File: src/rtl/fifo_stream_reader.sv
// rtl/fifo_stream_reader.sv - FIFO read controller re-presenting words on a valid/ready stream
module fifo_stream_reader #(
  parameter  int DATA_WIDTH = 8,
  parameter  int BURST_LEN  = 8,
  localparam int BEAT_W     = $clog2(BURST_LEN)
) (
  input  logic                  clk,
  input  logic                  rst_n,
  input  logic                  en,
  input  logic                  fifo_empty,
  input  logic [DATA_WIDTH-1:0] fifo_rdata,
  output logic                  fifo_rden,
  output logic                  m_valid,
  input  logic                  m_ready,
  output logic [DATA_WIDTH-1:0] m_data,
  output logic                  m_last,
  output logic                  burst_done,
  output logic [BEAT_W-1:0]     beat_cnt
);

  localparam logic [BEAT_W-1:0] LAST_BEAT = BEAT_W'(BURST_LEN - 1);

  // reads issued to the FIFO and not yet popped downstream (0..2)
  logic [1:0]            out_cnt;
  logic [1:0]            cnt_after_pop;
  // a read was accepted last cycle, so fifo_rdata holds a real word now
  logic                  rd_pend;
  // two-entry skid buffer
  logic [DATA_WIDTH-1:0] buf_q [2];
  logic                  wr_ptr;
  logic                  rd_ptr;
  logic [1:0]            occ;
  logic                  pop;

  assign pop           = m_valid & m_ready;
  assign cnt_after_pop = out_cnt - {1'b0, pop};

  // Gated by rst_n so the request cannot glitch high while reset is held.
  assign fifo_rden = rst_n & en & ~fifo_empty & (cnt_after_pop < 2'd2);

  assign m_valid = (occ != 2'd0);
  assign m_data  = buf_q[rd_ptr];
  assign m_last  = m_valid & (beat_cnt == LAST_BEAT);

  // Track outstanding reads and remember which cycle returns FIFO data.
  always_ff @(posedge clk or negedge rst_n) begin
    if (!rst_n) begin
      out_cnt <= 2'd0;
      rd_pend <= 1'b0;
    end else begin
      out_cnt <= out_cnt + {1'b0, fifo_rden} - {1'b0, pop};
      rd_pend <= fifo_rden;
    end
  end

  // Skid buffer: capture the returning word at the tail, release the head on pop.
  always_ff @(posedge clk or negedge rst_n) begin
    if (!rst_n) begin
      buf_q[0] <= '0;
      buf_q[1] <= '0;
      wr_ptr   <= 1'b0;
      rd_ptr   <= 1'b0;
      occ      <= 2'd0;
    end else begin
      if (rd_pend) begin
        buf_q[wr_ptr] <= fifo_rdata;
        wr_ptr        <= ~wr_ptr;
      end
      if (pop) begin
        rd_ptr <= ~rd_ptr;
      end
      occ <= occ + {1'b0, rd_pend} - {1'b0, pop};
    end
  end

  // Count accepted beats within a burst and flag the beat after the last one.
  always_ff @(posedge clk or negedge rst_n) begin
    if (!rst_n) begin
      beat_cnt   <= '0;
      burst_done <= 1'b0;
    end else begin
      burst_done <= pop & m_last;
      if (pop) begin
        beat_cnt <= (beat_cnt == LAST_BEAT) ? '0 : beat_cnt + BEAT_W'(1);
      end
    end
  end

  // A word arriving into a full buffer with no pop would be lost.
  assert property (@(posedge clk) disable iff (!rst_n) !(rd_pend && !pop && occ == 2'd2));
  // Outstanding reads never exceed the buffer depth.
  assert property (@(posedge clk) disable iff (!rst_n) out_cnt <= 2'd2);

endmodule

File: config.mk
export PLATFORM = sky130hd
export DESIGN_NAME = fifo_stream_reader
export DESIGN_NICKNAME = d
export VERILOG_FILES = /design/src/rtl/fifo_stream_reader.sv
export SDC_FILE = /design/constraint.sdc
export NUM_CORES = 1
export LEC_CHECK = 0
export BUFFER_PORTS_ARGS = -buffer_cell sky130_fd_sc_hd__buf_4
export CAP_MARGIN = 5
export CELL_PAD_IN_SITES_DETAIL_PLACEMENT = 0
export CELL_PAD_IN_SITES_GLOBAL_PLACEMENT = 1
export CORE_ASPECT_RATIO = 1.4
export CORE_MARGIN = 3
export CORE_UTILIZATION = 35
export CTS_CLUSTER_DIAMETER = 200
export DETAILED_ROUTE_END_ITERATION = 10
export GPL_ROUTABILITY_DRIVEN = 0
export PLACE_DENSITY = 0.63
export REMOVE_ABC_BUFFERS = 1
export SLEW_MARGIN = 20
export SYNTH_ARGS = -nofsm -noshare
export SYNTH_HDL_FRONTEND = slang
export SYNTH_SLANG_ARGS = --single-unit
File: constraint.sdc
create_clock -name clk -period 1.9 [get_ports clk]
set_input_delay 0.095 -clock clk [delete_from_list [all_inputs] [get_ports clk]]
set_output_delay 0.095 -clock clk [all_outputs]
set_load 0.03 [all_outputs]
Yosys cells after proc, flatten, opt, wreduce, memory -nomap -nowiden
Index checks and enable logic that the tools add are counted.

Add/subtract/negate cells: 6. Order comparisons: 4. Equal/unequal tests: 1. Mux-type cells: 7. Bitwise logic cells: 11. Reduce and logical (&&, ||, !) cells: 2.

Operators with widths (number): 8-bit two-way mux (4); 16-bit bitwise mux (1); 8-bit demux with 1-bit select (1); 1-bit bitwise AND (6); 2-bit by 1-bit subtractor with 2-bit output (3); 2-bit by 1-bit adder with 2-bit output (2); 2-bit greater-or-equal comparator (second input constant) (2); 1-bit NOT with 2-bit output (2); 3-bit by 1-bit adder with 3-bit output (second input constant) (1); 3-bit equality test (second input constant) (1); 3-bit two-way mux (1); 1-bit NOT (3); 2-bit by 1-bit < comparator with 1-bit output (second input constant) (1); 2-bit < comparator (second input constant) (1); 2-bit nonzero test (1); 1-bit logical AND (1).

Bits in registers: 27. Input bits: 13. Output and inout port bits: 15. Logic and storage cells: 40.

Logic depth before layout (Yosys ltp)
Depth in word-level cells: 7. Gate-level depth with buffers: 7. Mapped depth without buffers: 7.

Worst setup path after synthesis
No wires, ideal clock.

Kind: register -> register. From: reg occ[0]. To: reg out_cnt[1]. Setup time: 0.079 ns. Arrival time: 2.291 ns. Required time: 1.821 ns. Slack: -0.470 ns. Stages on the path, launching flop included: 8. Buffers on the path: 0. Clock period less this slack: 2.370 ns. Cells stage by stage: dfrtp_1 > o21ai_2 > inv_1 > ha_1 > xor2_1 > nor3_1 > ha_1 > xor2_1.

Longest elaborated chain between the ends: 7.

RTL lines: start: declaration (line 32) `logic [1:0] occ;`; start signal: assignment (line 72) `occ <= occ + {1'b0, rd_pend} - {1'b0, pop};`; 2-bit nonzero test (line 41) `assign m_valid = (occ != 2'd0);`; 1-bit bitwise AND (line 35) `assign pop = m_valid & m_ready;`; 2-bit by 1-bit subtractor with 2-bit output (line 36) `assign cnt_after_pop = out_cnt - {1'b0, pop};`; 2-bit < comparator (line 39) `assign fifo_rden = rst_n & en & ~fifo_empty & (cnt_after_pop < 2'd2);`; 1-bit bitwise AND (line 39); named net fifo_rden (line 12) `output logic fifo_rden,`; 2-bit by 1-bit adder with 2-bit output (line 51) `out_cnt <= out_cnt + {1'b0, fifo_rden} - {1'b0, pop};`; 2-bit by 1-bit subtractor with 2-bit output (line 51); end signal: assignment (line 51); end: declaration (line 24) `logic [1:0] out_cnt;`.

The timed path passes the listed nets, and every way through them passes these cells. A chain may end at the register's enable or synchronous reset.

Worst setup path in the final report
From: reg occ[1]. To: out fifo_rden.

Longest elaborated chain between the ends: 5.

RTL lines (line): 2-bit nonzero test (41); 1-bit bitwise AND (35); 2-bit by 1-bit subtractor with 2-bit output (36); 2-bit < comparator (39); 1-bit bitwise AND (39); end: declaration (12).

No other way between the ends.

==> impl_metrics.yaml <==
status:
  status: "complete, no violations"
hold_path:
  hold_class: "in -> reg"
synth:
  post_synth_most_frequent_cells: "dfrtp_1, mux2_2, mux2_4, ha_1, inv_1"
  synth.avg_cell_area_um2: 15.0
  ys_seq_elements: 27
  yosysMostFrequentCell: "dfrtp_1"
  ys_seq_area_frac: 0.550
  synth_top_area_cell: "dfrtp_1"
  synthArstFlopShare: 1.00
  synth.distinct_cells: 18
  ys.flop_type: "dfrtp_1"
  synthTopCellsByArea: "dfrtp_1, mux2_2, mux2_4"
  syn_area_um2: 1230
  synth_edf_count: 0
  ys_warn_count: 0
  syn_inst: 82
  synth_top_area_frac: 0.550
place:
  io_buffers: 27
  dp_hpwl_um: 1580
  placed_area_um2: 1490
  place_ws_ps: 144
power:
  power.density_nw_per_um2: 1790
  p_switching_uw: 1080
  clockPowerShare: 0.111
  power_frac_comb: 0.517
  leakagePower_uw: 0.000770
  internal-power_uw: 1760
  swShare: 0.381
  ir_worst_vdd_v: 0.000737
  total_power_uw: 2840
  p_seq_frac: 0.372
timing:
  clock_skew_ps: 1.79
  finalCritPeriodShare: 0.966
  max_freq_mhz: 545
  tns_ps: 0
  maxSlewHeadroom: 0.722
  hold_viol: 0
  worst_slack_ps: 65.5
  worst_slew_pin_slew_ps: 418
  worst_hold_slack_ps: 59.0
  fin_crit_ps: 1830
  setup_viol: 0
  drv_slew: 0
global_route:
  grt_usage: 0.115
  overflow: 0
  antenna_found_initial: 0
  grt_max_degree: 28
  grt_pass1_vias: 846
  grt_pass1_wl_um: 3930
layout:
  nNetsFinal: 139
  antenna_cells: 0
  syn_to_final_growth_pct: 29.3
  multi_input_area_um2: 533
  drive_gt1_frac: 0.597
  fillers: 304
  seqCellArea_um2: 676
  final_cell_area_um2: 1590
die:
  core_area_um2: 3240
  num_rows: 24
  fp.dieArea_um2: 4270
  die_h_um: 76.1
  io_pins: 28
  die_x_um: 56.1
  start_util: 0.379
critical_path:
  crit_required_ps: 1800
  startpoint_type: "flop"
  criticalPathCategory: "reg -> out"
  worstPathArrival_ps: 1740
  end_kind: "output port"
  crit_fanout: 4
route:
  remaining_drc_errors: 0
  ant_nets: 0
  routedWlPerCell_um: 14.1
  vias_per_cell: 4.58
  first_iter_violations: 23
  via_count: 724
  drt_wl_total_um: 2220
  firstDrtPassIters: 2
clocking:
  cts_root_buffer: "clkbuf_8"
  clkTransAtPathRegs_ps: 90
  clkSinkCount: 27
  clkLatencyLatePin_ps: 260
  clock_path_buffers: 2
  cts_tree: "yes"
  cts_buffers: 3
  h-tree-depth: 1
run:
  cap_violations: 0
-- power by group through the flow --
stage                     Clock, uW  Combinational (uW)  Sequential [uW]
after detailed placement          0                1440             1070
after CTS                       336                1450             1060
after global placement            0                1420             1060
final                           316                1470             1060
after floorplan                   0                 952             1090
after global routing            357                1600             1100
-- placed cells by master, fill, tap and decap left out, drive strengths merged --
master and count:
and2 1, buf 33, clkbuf 4, dfrtp 27
dlygate4sd3 2, ha 6, inv 5, mux2 27
nand2 2, nor2 1, nor2b 1, nor3 1
o21a 1, o21ai 1, or2 1, xnor2 3
xor2 3
-- area by class of cell --
| type | count | area share |
|---|---|---|
| Clock buffer | 4 | 0.0283 |
| Inverter | 5 | 0.0118 |
| Multi-Input combinational cell | 48 | 0.335 |
| Sequential cell | 27 | 0.425 |
| Tap cell | 39 | 0.0307 |
| Timing Repair Buffer | 35 | 0.169 |
-- stage by stage --
stage / utilization / std cells
after floorplan: - / 80
after global placement: 0.458 / 149
after detailed placement: 0.458 / 149
after CTS: 0.480 / 155
after global routing: 0.490 / 158
final: 0.490 / 158
-- registers in the layout, indices dropped and copies added (netlist names) --
name / count
burst_done: 1
rd_pend: 1
beat_cnt: 3
occ: 2
wr_ptr: 1
rd_ptr: 1
buf_q: 16
out_cnt: 2
-- cells by family (layout without fill, tap and decap cells) --
kind of cell | Yosys count | in the layout | synth area share
flip-flops | 27 | 27 | 0.550
adder cells (fa/ha/maj) | 6 | 6 | 0.0611
buffers and inverters | 7 | 44 | 0.0285
XOR/XNOR | 6 | 6 | 0.0428
AO/OA/AOI/OAI | 2 | 2 | 0.0132
AND/OR/NAND/NOR | 7 | 7 | 0.0326
multiplexers | 27 | 27 | 0.272
-- metal layers --
| layer | global-route usage | wire length (um) |
|---|---|---|
| met5 | 0 | 0 |
| met4 | 0.0499 | 19 |
| met3 | 0.0220 | 110 |
| met2 | 0.181 | 1080 |
| met1 | 0.152 | 1010 |
-- worst max-delay path: stages (launching register included) --
cell	delay, ps
dfrtp_1	420
o21ai_2	170
inv_2	60
ha_2	180
xor2_2	190
nor3_2	260
buf_4	210
-- final timing paths --
check,startpoint,slack (ps),depth (start not counted),to
max,occ[1],70,6,fifo_rden
min,m_ready,60,2,burst_done
max reg2reg,occ[1],110,8,out_cnt[1]
min reg2reg,buf_q[5],510,1,buf_q[5]
max in group asynchronous,rst_n,1240,3,buf_q[6]
min in group asynchronous,rst_n,400,3,wr_ptr
-- repair_timing --
| action | 4_1_cts | 5_1_grt |
|---|---|---|
| setup endpoints to repair | 1 | 1 |
| gates cloned | 0 | 0 |
| pin swaps | 0 | 2 |
| buffers inserted | 0 | 3 |
| endpoints found under the hold margin | 28 | 0 |
| hold buffers | 2 | 0 |
| resized for setup | 1 | 3 |
(Power assumes the default switching activity.)
